`config.mk`:
```
export PLATFORM = sky130hd
export DESIGN_NAME = gpr_wr_arbiter_flat
export DESIGN_NICKNAME = d
export VERILOG_FILES = /design/src/rtl/gpr_wr_arbiter_pkg.sv /design/src/rtl/gpr_wr_arbiter_if.sv /design/src/rtl/gpr_wr_arbiter_rr_pick.sv /design/src/rtl/gpr_wr_arbiter.sv /design/src/flat_wrapper.sv
export SDC_FILE = /design/constraint.sdc
export NUM_CORES = 1
export LEC_CHECK = 0
export BUFFER_PORTS_ARGS = -buffer_cell sky130_fd_sc_hd__buf_2
export CORE_ASPECT_RATIO = 1.5
export CORE_UTILIZATION = 30
export DETAILED_ROUTE_END_ITERATION = 12
export PLACE_DENSITY_LB_ADDON = 0.15
export REMOVE_ABC_BUFFERS = 1
export SYNTH_ARGS = -nofsm -noshare
export SYNTH_HDL_FRONTEND = slang
export SYNTH_SLANG_ARGS = --single-unit
```
`constraint.sdc`:
```
create_clock -name clk -period 2.9 [get_ports clk]
set_clock_uncertainty 0.15 [all_clocks]
set_input_delay 0.435 -clock clk [delete_from_list [all_inputs] [get_ports clk]]
set_output_delay 0.435 -clock clk [all_outputs]
set_load 0.02 [all_outputs]
```
`src/rtl/gpr_wr_arbiter_pkg.sv`:
```
// Shared constants for the GPR write-port arbiter family.
// Default sizes, the r0 encoding and the post-reset round-robin pointer.
package gpr_arb_pkg;

  localparam int NREQ_DEF = 3;
  localparam int AW_DEF   = 5;
  localparam int DW_DEF   = 32;

  localparam logic [4:0] REG_ZERO = 5'd0;
  localparam int         RST_PTR  = NREQ_DEF - 1;

  // Pointer value that leaves requester 0 with top priority out of reset.
  function automatic int rst_ptr(input int nreq);
    return nreq - 1;
  endfunction

endpackage

```
`src/rtl/gpr_wr_arbiter_if.sv`:
```
// Writeback request bundle: per-requester valid/destination/data and the
// one-hot ready returned by the arbiter.
interface gpr_wr_if
  import gpr_arb_pkg::*;
#(
  parameter int NREQ = NREQ_DEF,
  parameter int AW   = AW_DEF,
  parameter int DW   = DW_DEF
);

  logic [NREQ-1:0]    req_valid;
  logic [NREQ*AW-1:0] req_rw;
  logic [NREQ*DW-1:0] req_data;
  logic [NREQ-1:0]    req_ready;

  modport master (
    output req_valid,
    output req_rw,
    output req_data,
    input  req_ready
  );

  modport slave (
    input  req_valid,
    input  req_rw,
    input  req_data,
    output req_ready
  );

endinterface

```
`src/rtl/gpr_wr_arbiter_rr_pick.sv`:
```
// Combinational round-robin picker: first set bit of the eligible mask
// searched upward from (last + 1) mod N, wrapping around.
module rr_pick
  import gpr_arb_pkg::*;
#(
  parameter  int N  = NREQ_DEF,
  localparam int IW = $clog2(N)
) (
  input  logic [N-1:0]  i_mask,
  input  logic [IW-1:0] i_last,
  output logic [N-1:0]  o_gnt,
  output logic [IW-1:0] o_idx,
  output logic          o_any
);

  always_comb begin
    int c;
    c     = 0;
    o_gnt = '0;
    o_idx = '0;
    o_any = 1'b0;
    for (int k = 1; k <= N; k++) begin
      c = (int'(i_last) + k) % N;
      if (!o_any && i_mask[c]) begin
        o_any    = 1'b1;
        o_gnt[c] = 1'b1;
        o_idx    = IW'(c);
      end
    end
  end

endmodule

```
`src/rtl/gpr_wr_arbiter.sv`:
```
// Round-robin arbiter sharing the register file's single write port among
// writeback requesters; registers the winning write and drops writes to r0.
module gpr_wr_arbiter
  import gpr_arb_pkg::*;
#(
  parameter  int NREQ = NREQ_DEF,
  parameter  int AW   = AW_DEF,
  parameter  int DW   = DW_DEF,
  localparam int IW   = $clog2(NREQ)
) (
  input  logic          clk,
  input  logic          clr_n,
  input  logic          hold,
  gpr_wr_if.slave       req,
  output logic          GPRWr,
  output logic [AW-1:0] rw,
  output logic [DW-1:0] busW,
  output logic [IW-1:0] last_gnt
);

  localparam logic [IW-1:0] RST_IDX = IW'(rst_ptr(NREQ));
  localparam logic [AW-1:0] ZERO_RW = AW'(REG_ZERO);

  logic [NREQ-1:0] w_eligible;
  logic [NREQ-1:0] w_gnt;
  logic [IW-1:0]   w_idx;
  logic            w_any;
  logic [AW-1:0]   w_selRw;
  logic [DW-1:0]   w_selData;

  logic            r_gprWr;
  logic [AW-1:0]   r_rw;
  logic [DW-1:0]   r_busW;
  logic [IW-1:0]   r_lastGnt;

  assign w_eligible    = req.req_valid & {NREQ{~hold}};
  assign req.req_ready = w_gnt;

  rr_pick #(.N(NREQ)) u_pick (
    .i_mask (w_eligible),
    .i_last (r_lastGnt),
    .o_gnt  (w_gnt),
    .o_idx  (w_idx),
    .o_any  (w_any)
  );

  // One-hot OR mux keeps the select path free of a decoded index.
  always_comb begin
    w_selRw   = '0;
    w_selData = '0;
    for (int i = 0; i < NREQ; i++) begin
      if (w_gnt[i]) begin
        w_selRw   = w_selRw   | req.req_rw[i*AW +: AW];
        w_selData = w_selData | req.req_data[i*DW +: DW];
      end
    end
  end

  // An r0 write is still consumed and still moves the pointer; only the enable is dropped.
  always_ff @(posedge clk or negedge clr_n) begin
    if (!clr_n) begin
      r_gprWr   <= 1'b0;
      r_rw      <= '0;
      r_busW    <= '0;
      r_lastGnt <= RST_IDX;
    end else begin
      r_gprWr <= w_any && (w_selRw != ZERO_RW);
      if (w_any) begin
        r_rw      <= w_selRw;
        r_busW    <= w_selData;
        r_lastGnt <= w_idx;
      end
    end
  end

  assign GPRWr    = r_gprWr;
  assign rw       = r_rw;
  assign busW     = r_busW;
  assign last_gnt = r_lastGnt;

endmodule
```
`src/flat_wrapper.sv`:
```
// flat-port wrapper written by rule: the top's interface ports become plain ports
module gpr_wr_arbiter_flat import gpr_arb_pkg::*;
#(
  parameter  int NREQ = NREQ_DEF,
  parameter  int AW   = AW_DEF,
  parameter  int DW   = DW_DEF,
  localparam int IW   = $clog2(NREQ)
)
  (clk, clr_n, hold, GPRWr, rw, busW, last_gnt, req_req_valid, req_req_rw, req_req_data, req_req_ready);
  gpr_wr_if #(.NREQ(NREQ), .AW(AW), .DW(DW)) req_i ();
  input  logic clk;
  input  logic clr_n;
  input  logic hold;
  output logic GPRWr;
  output logic [AW-1:0] rw;
  output logic [DW-1:0] busW;
  output logic [IW-1:0] last_gnt;
  input wire logic [$bits(req_i.req_valid)-1:0] req_req_valid;
  input wire logic [$bits(req_i.req_rw)-1:0] req_req_rw;
  input wire logic [$bits(req_i.req_data)-1:0] req_req_data;
  output wire logic [$bits(req_i.req_ready)-1:0] req_req_ready;
  assign req_i.req_valid = req_req_valid;
  assign req_i.req_rw = req_req_rw;
  assign req_i.req_data = req_req_data;
  assign req_req_ready = req_i.req_ready;
  gpr_wr_arbiter #(.NREQ(NREQ), .AW(AW), .DW(DW)) u_core (.clk(clk), .clr_n(clr_n), .hold(hold), .req(req_i), .GPRWr(GPRWr), .rw(rw), .busW(busW), .last_gnt(last_gnt));
endmodule
```
==> metrics.txt <==
status=completed; slowest CP cell=dfstp_2; GRT overflow=0; Fmax=0.359 GHz; P&R area growth vs syn=45.8%; Max IR drop VDD=between 0.4 and 0.5 mV; cells along the critical path=inv_1 > ha_2 > mux2i_2 > o21ai_2 > a2111oi_4 > buf_4; TritonCTS clock tree=done; worst min-delay path class=input port to asynchronous set/reset pin; Multi-input gate area=1460 sq um; largest net degree at the start of global routing=just over 40; Clock Latency Late Sink=0.28 ns; gr usage total=0.205; initial antenna violation count=0; IO buf count=around 160; Layout Nets=515; Leak=1.78 nW; H-tree depth=2; Area contributors post-synth=dfrtp_1 38%, a221oi_2 12%, a2bb2oi_1 11%; EDFF count, synth=0; Seq/Total Area, Yosys=0.386; WHS=0.160 ns; CP delay by family, top=compound AO/OA/AOI/OAI gates; Placer Congestion=0.836; Post-Syn Area=2600 sq um; drt initial violations=115; DP Wirelength=6670 um; max_slew headroom=0.366; clock power share=0.133; via count=approximately 2800; DRT antenna net count=0; drt drc=0; critical path data required time=around 2.3 ns; post-layout min period=around 2.8 ns; Max Cap Viol=0; asr flop ratio synth=1.00; post-synthesis cell type count=41; P_sw=slightly below 2 mW; Top FF cell, synth=dfrtp_1; final setup violation count=0; WP data arrival=2.20 ns; fill cell count=841; die width=78.0 um; crit path max fanout=7; register area=1000 sq um; Yosys reg bits=40; Root Driver=clkbuf_16; PD cells=about 1200 nW/um^2; worst reg2reg path startpoint=u_core.last_gnt[1]; crit path launch type=flop; Reg power frac=0.232; Power Total=4.41 mW; post-synth top area cell=dfrtp_1; post-synth top area share=0.376; drt first pass iters=4; layout cell share with drive strength beyond 1=0.565; Final period util=0.959; Rows=41; Fin Setup TNS=0 ns; crit path buf inv count=2; synthesized instance count=234; core area=8410 sq um; vias in the first global route=approximately 2900; slowest stage delay, CP=approximately 0.57 ns; fin cells=502; WS Path Type=flop to output port; Clock transition at path regs=0.06 ns; Comb power frac=0.636; critical path endpoint category=output port; internal cell power=around 2.5 mW; first-pass GRT wire length=14400 um; DP Cell Count=490; DP Worst Slack=0.191 ns; Longest Clk Path Bufs=2; I/O pins=160; Final Max Tran Viols=0; slew at the pin with the worst max-slew slack=0.951 ns; Setup crit start=u_core.last_gnt[1]; die area=9040 sq um; Routed WL=9110 um; initial core utilization=0.309; commonest non-fill, non-tap cells in the layout=158 x buf_2, 39 x dfrtp_1, 34 x o211ai_1; syn avg cell area=11.1 sq um; clock sink count=40; routed vias/inst=5.48; Switching Fraction=0.442; # diodes=0; Final Hold Fails=0; Routed WL per cell=18.1 um; Die H=around 120 um; Setup WS post-layout=0.118 ns; Ys Warns=0; most common cell after layout, fill and taps aside=buf_2; clock buffer count from CTS=5; RSZ-0062 raised after global routing=true
==> cell type report <==
class / instances / share of cell area
clock buffer: 8 / 0.0413
inverter: 12 / 0.0119
multi-input combinational: 155 / 0.385
sequential: 40 / 0.265
tap: 107 / 0.0353
timing repair buffer: 180 / 0.262
==> cell usage after synthesis (all sizes together), types with 2 or more instances <==
cell      n
dfrtp    39
o211ai   34
a221oi   32
a2bb2oi  32
buf      16
inv      12
clkbuf   11
nand2     6
o21ai     6
a222oi    4
ha        4
mux2i     4
nor2      4
o31ai     4
a22oi     3
a21oi     2
nand2b    2
nor2b     2
or4       2
==> path summary, 6_finish.rpt <==
| check | end | slack [ns] | cells past startpoint |
|---|---|---|---|
| max in group asynchronous | u_core.busW[17] | 1.85 | 1 |
| setup reg to reg | u_core.busW[4] | 0.20 | 8 |
| hold / removal | u_core.busW[12] | 0.16 | 1 |
| setup / recovery | req_req_ready[1] | 0.12 | 6 |
| hold reg to reg | u_core.rw[2] | 0.36 | 2 |
| min in group clk | u_core.rw[3] | 0.27 | 3 |
==> worst register-to-register path, delay by kind of cell (launching register included) <==
kind / cells / cell delay (ns)
adder cells (fa/ha/maj): 1 / 0.34
AND/OR/NAND/NOR: 1 / 0.27
AO/OA/AOI/OAI: 3 / 0.68
multiplexers: 1 / 0.22
flip-flops: 1 / 0.57
buffers and inverters: 2 / 0.36
==> logic make-up after synthesis <==
family	share of synthesized area
buf+inv	0.0732
flops	0.386
fa+ha+maj	0.0193
compound gates	0.445
simple gates	0.0573
mux	0.0197
==> per-layer routing <==
layer  up-vias  global-route usage  part of all wire
met3         8              0.0299             0.041
met5         -                   0                 0
li1       1296                   -                 -
met2       100               0.392              0.56
met1      1347               0.234              0.39
met4         0              0.0605             0.014
==> flip-flops by register name, summed over array words and instances, names as in the netlist <==
| signal | cells |
|---|---|
| u_core.last_gnt | 2 |
| u_core.rw | 5 |
| u_core.busW | 32 |
| u_core.GPRWr | 1 |
==> what timing repair did <==
item | in CTS | in global routing
buffers inserted | 0 | 4
hold buffers | 0 | 0
setup endpoints to repair | 2 | 3
cloned | 0 | 0
pin swaps | 1 | 2
gates resized for setup | 1 | 9
==> metrics by stage <==
stage,utilization,area (sq um)
final,0.450,3790
after global routing,0.450,3790
after CTS,0.443,3730
after detailed placement,0.424,3560
after global placement,0.424,3560
after floorplan,-,2450
==> power by group through the flow <==
stage               Combinational [mW]  Clock, mW  Sequential [mW]
CTS                               2.78      0.607             1.02
global placement                  2.75          0             1.02
global route                      3.05      0.624             1.06
detailed placement                2.78          0             1.02
floorplan                         1.43          0             1.36
finish                            2.80      0.585             1.02
Note: power is estimated with default switching activity, not from simulation.
